===== src/rtl/slicer_lane_arbiter.sv =====
// Round-robin arbiter sharing one PAM4 soft slicer across NUM_LANES sample streams.
// Tracks in-flight lane tags and returns tagged slicer decisions through a credit-protected FIFO.
module slicer_lane_arbiter #(
    parameter int unsigned NUM_LANES         = 4,
    parameter int unsigned SIGNAL_RESOLUTION = 8,
    parameter int unsigned LLR_RESOLUTION    = 5,
    parameter int unsigned SLICER_LATENCY    = 1,
    parameter int unsigned FIFO_DEPTH        = 8,
    localparam int unsigned LW = (NUM_LANES > 1) ? $clog2(NUM_LANES) : 1
) (
    input  logic                                   clk,
    input  logic                                   rstn,
    input  logic [NUM_LANES-1:0]                   lane_valid,
    input  logic [NUM_LANES*SIGNAL_RESOLUTION-1:0] lane_sample,
    output logic [NUM_LANES-1:0]                   lane_ready,
    output logic [SIGNAL_RESOLUTION-1:0]           slc_sample,
    output logic                                   slc_valid,
    input  logic                                   slc_res_valid,
    input  logic [1:0]                             slc_symbol,
    input  logic [LLR_RESOLUTION-1:0]              slc_llr,
    input  logic                                   slc_llr_sign,
    output logic                                   out_valid,
    input  logic                                   out_ready,
    output logic [LW-1:0]                          out_lane,
    output logic [1:0]                             out_symbol,
    output logic [LLR_RESOLUTION-1:0]              out_llr,
    output logic                                   out_llr_sign,
    output logic                                   err_unexpected
);

    localparam int unsigned AW = $clog2(FIFO_DEPTH);
    localparam int unsigned CW = $clog2(FIFO_DEPTH + 1);

    typedef struct packed {
        logic [LW-1:0]             lane;
        logic [1:0]                symbol;
        logic [LLR_RESOLUTION-1:0] llr;
        logic                      llr_sign;
    } result_t;

    logic [LW-1:0]                        ptr;
    logic [LW-1:0]                        grant_idx;
    logic                                 grant_found;
    logic                                 credit_ok;
    logic                                 accept;
    logic [SIGNAL_RESOLUTION-1:0]         grant_sample;
    logic [CW-1:0]                        inflight;
    logic [CW-1:0]                        fifo_count;
    logic [LW-1:0]                        slc_tag;
    logic [SLICER_LATENCY-1:0]            dl_vld;
    logic [SLICER_LATENCY-1:0][LW-1:0]    dl_tag;
    logic                                 tail_vld;
    logic [LW-1:0]                        tail_tag;
    logic                                 push;
    logic                                 pop;
    logic [AW-1:0]                        wr_ptr;
    logic [AW-1:0]                        rd_ptr;
    result_t                              mem [FIFO_DEPTH];
    result_t                              head;

    // Credit counts both queued and in-flight results so the FIFO can never overflow.
    assign credit_ok = ((CW+1)'(fifo_count) + (CW+1)'(inflight)) < (CW+1)'(FIFO_DEPTH);

    // Round-robin search starting one past the last granted lane.
    always_comb begin
        int unsigned   cand;
        logic [LW-1:0] cand_idx;
        grant_found = 1'b0;
        grant_idx   = '0;
        cand        = 0;
        cand_idx    = '0;
        for (int unsigned k = 1; k <= NUM_LANES; k++) begin
            cand     = (32'(ptr) + k) % NUM_LANES;
            cand_idx = LW'(cand);
            if (!grant_found && lane_valid[cand_idx]) begin
                grant_found = 1'b1;
                grant_idx   = cand_idx;
            end
        end
    end

    always_comb begin
        lane_ready = '0;
        if (rstn && credit_ok && grant_found) begin
            lane_ready[grant_idx] = 1'b1;
        end
    end

    assign accept       = |lane_ready;
    assign grant_sample = lane_sample[32'(grant_idx)*SIGNAL_RESOLUTION +: SIGNAL_RESOLUTION];

    assign tail_vld = dl_vld[SLICER_LATENCY-1];
    assign tail_tag = dl_tag[SLICER_LATENCY-1];
    assign push     = slc_res_valid & tail_vld;
    assign pop      = out_valid & out_ready;

    // Head is masked while empty so the outputs read zero after reset.
    assign out_valid    = (fifo_count != '0);
    assign head         = out_valid ? mem[rd_ptr] : '0;
    assign out_lane     = head.lane;
    assign out_symbol   = head.symbol;
    assign out_llr      = head.llr;
    assign out_llr_sign = head.llr_sign;

    always_ff @(posedge clk) begin
        if (!rstn) begin
            ptr            <= LW'(NUM_LANES - 1);
            inflight       <= '0;
            slc_valid      <= 1'b0;
            slc_sample     <= '0;
            slc_tag        <= '0;
            dl_vld         <= '0;
            dl_tag         <= '0;
            err_unexpected <= 1'b0;
            fifo_count     <= '0;
            wr_ptr         <= '0;
            rd_ptr         <= '0;
        end else begin
            slc_valid <= accept;
            if (accept) begin
                ptr        <= grant_idx;
                slc_sample <= grant_sample;
                slc_tag    <= grant_idx;
            end

            // Tag delay line lines up with the slicer result SLICER_LATENCY cycles after issue.
            dl_vld <= SLICER_LATENCY'({dl_vld, slc_valid});
            dl_tag <= (SLICER_LATENCY*LW)'({dl_tag, slc_tag});

            if (accept && !push) begin
                inflight <= inflight + CW'(1);
            end else if (!accept && push) begin
                inflight <= inflight - CW'(1);
            end

            if (slc_res_valid && !tail_vld) begin
                err_unexpected <= 1'b1;
            end

            if (push) begin
                wr_ptr <= wr_ptr + AW'(1);
            end
            if (pop) begin
                rd_ptr <= rd_ptr + AW'(1);
            end
            if (push && !pop) begin
                fifo_count <= fifo_count + CW'(1);
            end else if (!push && pop) begin
                fifo_count <= fifo_count - CW'(1);
            end
        end
    end

    // Result storage needs no reset; validity is tracked by the pointers and count.
    always_ff @(posedge clk) begin
        if (push) begin
            mem[wr_ptr] <= '{lane: tail_tag, symbol: slc_symbol, llr: slc_llr, llr_sign: slc_llr_sign};
        end
    end

endmodule

===== config.mk =====
export PLATFORM = sky130hd
export DESIGN_NAME = slicer_lane_arbiter
export DESIGN_NICKNAME = d
export VERILOG_FILES = /design/src/rtl/slicer_lane_arbiter.sv
export SDC_FILE = /design/constraint.sdc
export NUM_CORES = 1
export LEC_CHECK = 0
export ABC_AREA = 1
export CAP_MARGIN = 20
export CORE_ASPECT_RATIO = 0.7
export CORE_MARGIN = 3
export CORE_UTILIZATION = 50
export CTS_CLUSTER_SIZE = 30
export DETAILED_ROUTE_END_ITERATION = 8
export GPL_TIMING_DRIVEN = 0
export PLACE_DENSITY = 0.77
export REMOVE_ABC_BUFFERS = 1
export SKIP_CTS_REPAIR_TIMING = 1
export SYNTH_ARGS = -nofsm -noshare
export SYNTH_HDL_FRONTEND = slang
export SYNTH_SLANG_ARGS = --single-unit

===== constraint.sdc =====
create_clock -name clk -period 2.8 [get_ports clk]
set_input_delay 0.42 -clock clk [delete_from_list [all_inputs] [get_ports clk]]
set_output_delay 0.42 -clock clk [all_outputs]
set_load 0.03 [all_outputs]

==> metrics.yaml <==
critical_path:
  start_kind: "primary input"
  critPathKind: "primary input to output pin"
  crit_chain: "clkdlybuf4s50_1 -> nand2_2 -> nand2_1 -> nand2_1 -> nand2_2 -> inv_1 -> nand3_4 -> nand2_2 -> nor2_4 -> buf_4 -> buf_4 -> nor2_1 -> buf_4"
  critPathRequiredTime_ns: 2.38
  crit_fanout: 6
  max_stage_delay_ns: 0.47
  critical_path.reg2reg.startpoint: "inflight[2]$_SDFFE_PN0P_"
  r2r_end: "inflight[3]$_SDFFE_PN0P_"
  rr_worst_depth: 13
  r2r_setup_slack_ns: 0.08
  crit_path_end_kind: "output pin"
  crit_arrival_ns: 2.32
  critical-path-top-delay-family: "buffers and inverters"
  critPathBufInv: 5
  cp_slowest_cell: "clkdlybuf4s50_1"
worst_hold_path:
  worstHoldStart: "rstn"
  min_to: "ptr[0]$_SDFFE_PN1N_"
  min_path_cells: 2
  holdCritPathClass: "primary input to flop"
clock_network:
  htreeDepth: 4
  clock_latency_ns: 0.40
  clkTransAtPathRegs_ns: 0.05
  clockRootBuffer: "clkbuf_16"
  clock-sinks: 114
  cts_made_buffers: 17
  cts_tree: "yes"
  clockBufferDepth: 2
die:
  num_rows: 30
  ios: 73
  die_h_um: 92.46
  die_x_um: 129.5
  dieArea_sq_um: 11970
  core_area_sq_um: 10060
  start_util_pct: 53.07
routing:
  antenna_left: 0
  dr.pass1.iters: 5
  drt_iter0_markers: 331
  dr_wl_met2_um: 6086
  wl_per_cell_um: 16.46
  avgViaCountPerCell: 5.422
  drt_wl_total_um: 12790
  wl_met1_um: 5698
  routed-wl-met3_um: 822
  via_count: 4213
  drc: 0
  top_layer_used: "met4"
placed_design:
  portBuffers: 72
  dpl-instance-area_sq_um: 6127
  finalWeightedCongestion: 0.8173
  placedCellCount: 722
  hpwl_um: 7745
timing:
  min_period_ns: 2.737
  hold_viol_final: 0
  drv_slew: 0
  fin_skew_ns: 0.005087
  clock.fmax_mhz: 365.4
  holdWs_ns: 0.4072
  maxSlewHeadroom_pct: 28.63
  finalCritPeriodShare_pct: 97.75
  grt_setup_unrepaired: "true"
  worst_slew_pin_slew_ns: 1.067
  finalSetupViolations: 0
  tns_ns: 0
grt:
  grt_pass1_wl_um: 19930
  antenna_found_initial: 0
  grt_start_max_net_pins: 41
  grt.total_usage_pct: 21.57
  grt-ovfl-total: 0
  grt_pass1_vias: 3982
power:
  vdd_drop_max_uv: 652.6
  p_leak_nw: 2.851
  pwr_density_cell_nw_per_um2: 1149
synth:
  synth_cells: 543
  yosysWarningCount: 0
  syn_avg_cell_area_sq_um: 9.832
  syn-cell-area_sq_um: 5339
  ys_seq_elements: 114
  yosysUniqueCellTypes: 38
  ys_seq_area_share_pct: 57.75
layout:
  fin_nets: 697
  num-fill-cells: 707
  final_cell_count_no_fill: 777
  antenna_cells: 0
  final_area_sq_um: 7052
  drive_gt1_share_pct: 20.34
  syn2layout_area_growth_pct: 32.08
  utilization_pct: 70.10
run_status:
  status: "finished clean"
flow_run:
  cap_violations: 0
[layout make-up]
type	count	area, sq um	share of cell area (%)
clock buffer	19	432.9	6.139
clock inverter	13	141.4	2.005
inverter	38	172.7	2.449
multi-input combinational	367	2096	29.72
sequential	114	3108	44.07
tap	128	160.2	2.271
timing repair buffer	96	927.1	13.15
timing repair inverter	2	13.76	0.1952
[report_power, final]
part	switching [mW]	leakage [nW]	internal, mW	total, mW
logic	2.33	1.56	1.42	3.76
registers	0.237	1.01	2.01	2.25
clock network	0.716	0.281	1.38	2.09
[synthesized netlist by cell type, drive strengths merged]
cell type  count  area (sq um)
a211oi         2         15.01
a21oi         10         53.80
a31o           1         8.760
a31oi         11         68.82
and3           2         12.51
buf            7         78.82
clkbuf        17         63.81
dfxtp         34         680.7
edfxtp        80          2402
fa             2         40.04
ha            11         137.6
inv           38         150.1
nand2        101         446.7
nand3         25         185.2
nand4          9         62.56
nor2         105         440.4
nor3           1         5.000
nor4           1         6.260
o211ai         2         15.01
o21ai         65         325.3
o22ai         10         62.56
or4            1         7.510
xor2           8         70.07
[placed cells by master, fill, tap and decap left out, types with 6 or more instances in the layout]
master           count
a21oi_1              8
ha_1                 6
dlymetal6s2s_1       6
nand2_1             80
nor2_1              96
clkbuf_2             6
nand2_2             15
nor2_2               6
a31oi_1             11
inv_1               29
edfxtp_1            80
nand4_1              8
nand3_2              6
nand3_1             16
clkdlybuf4s50_1     55
buf_4               19
dfxtp_4              6
dfxtp_1             26
o21ai_0             63
xor2_1               8
clkbuf_16           17
o22ai_1             10
[logic make-up after synthesis]
group,synth area share [%]
adders and majority gates,3.328
xor gates and xnor gates,1.312
AOI/OAI and AO/OA,10.29
and+or+nand+nor,21.84
buffers and inverters,5.484
DFF,57.75
[worst register-to-register path: stages (launching register included)]
cell,delay [ns]
dfxtp_4,0.36
ha_4,0.15
or4_4,0.55
a21oi_4,0.18
nand2_4,0.10
clkinv_8,0.08
ha_4,0.14
inv_4,0.05
ha_4,0.22
and3_4,0.18
a211oi_2,0.23
xor2_1,0.18
nand2_1,0.09
a21oi_2,0.13
[state kept, by name (all words and copies together), names as in the netlist, named ones only]
register	cells
fifo_count	4
err_unexpected	1
slc_valid	1
dl_vld	1
slc_sample	8
mem	80
wr_ptr	3
ptr	2
dl_tag	2
inflight	4
rd_ptr	3
slc_tag	2
[how the worst max path moves through the flow]
| stage | from | endpoint | depth (start not counted) |
|---|---|---|---|
| 2_1_floorplan | fifo_count[3]$_SDFFE_PN0P_ | inflight[3]$_SDFFE_PN0P_ | 13 |
| 3_3_place_gp | rstn | inflight[3]$_SDFFE_PN0P_ | 14 |
| 3_5_place_dp | rstn | inflight[3]$_SDFFE_PN0P_ | 14 |
| 4_1_cts | rstn | lane_ready[2] | 9 |
| 5_1_grt | lane_valid[3] | lane_ready[3] | 13 |
| 6_report | lane_valid[1] | lane_ready[2] | 13 |
[routing by layer]
layer,vias up,GRT usage [%]
met2,164,32.89
li1,2050,-
met1,1979,29.43
met4,0,7.785
met3,20,6.340
met5,-,0
[through the flow]
stage	power [mW]	worst slack [ns]
after floorplan	4.496	-0.09022
after global placement	5.450	-1.441
after detailed placement	5.568	-1.554
after CTS	7.693	-1.424
after global routing	8.629	-0.05877
final	8.102	0.06314
No activity file was read; power rests on OpenSTA's default activity.
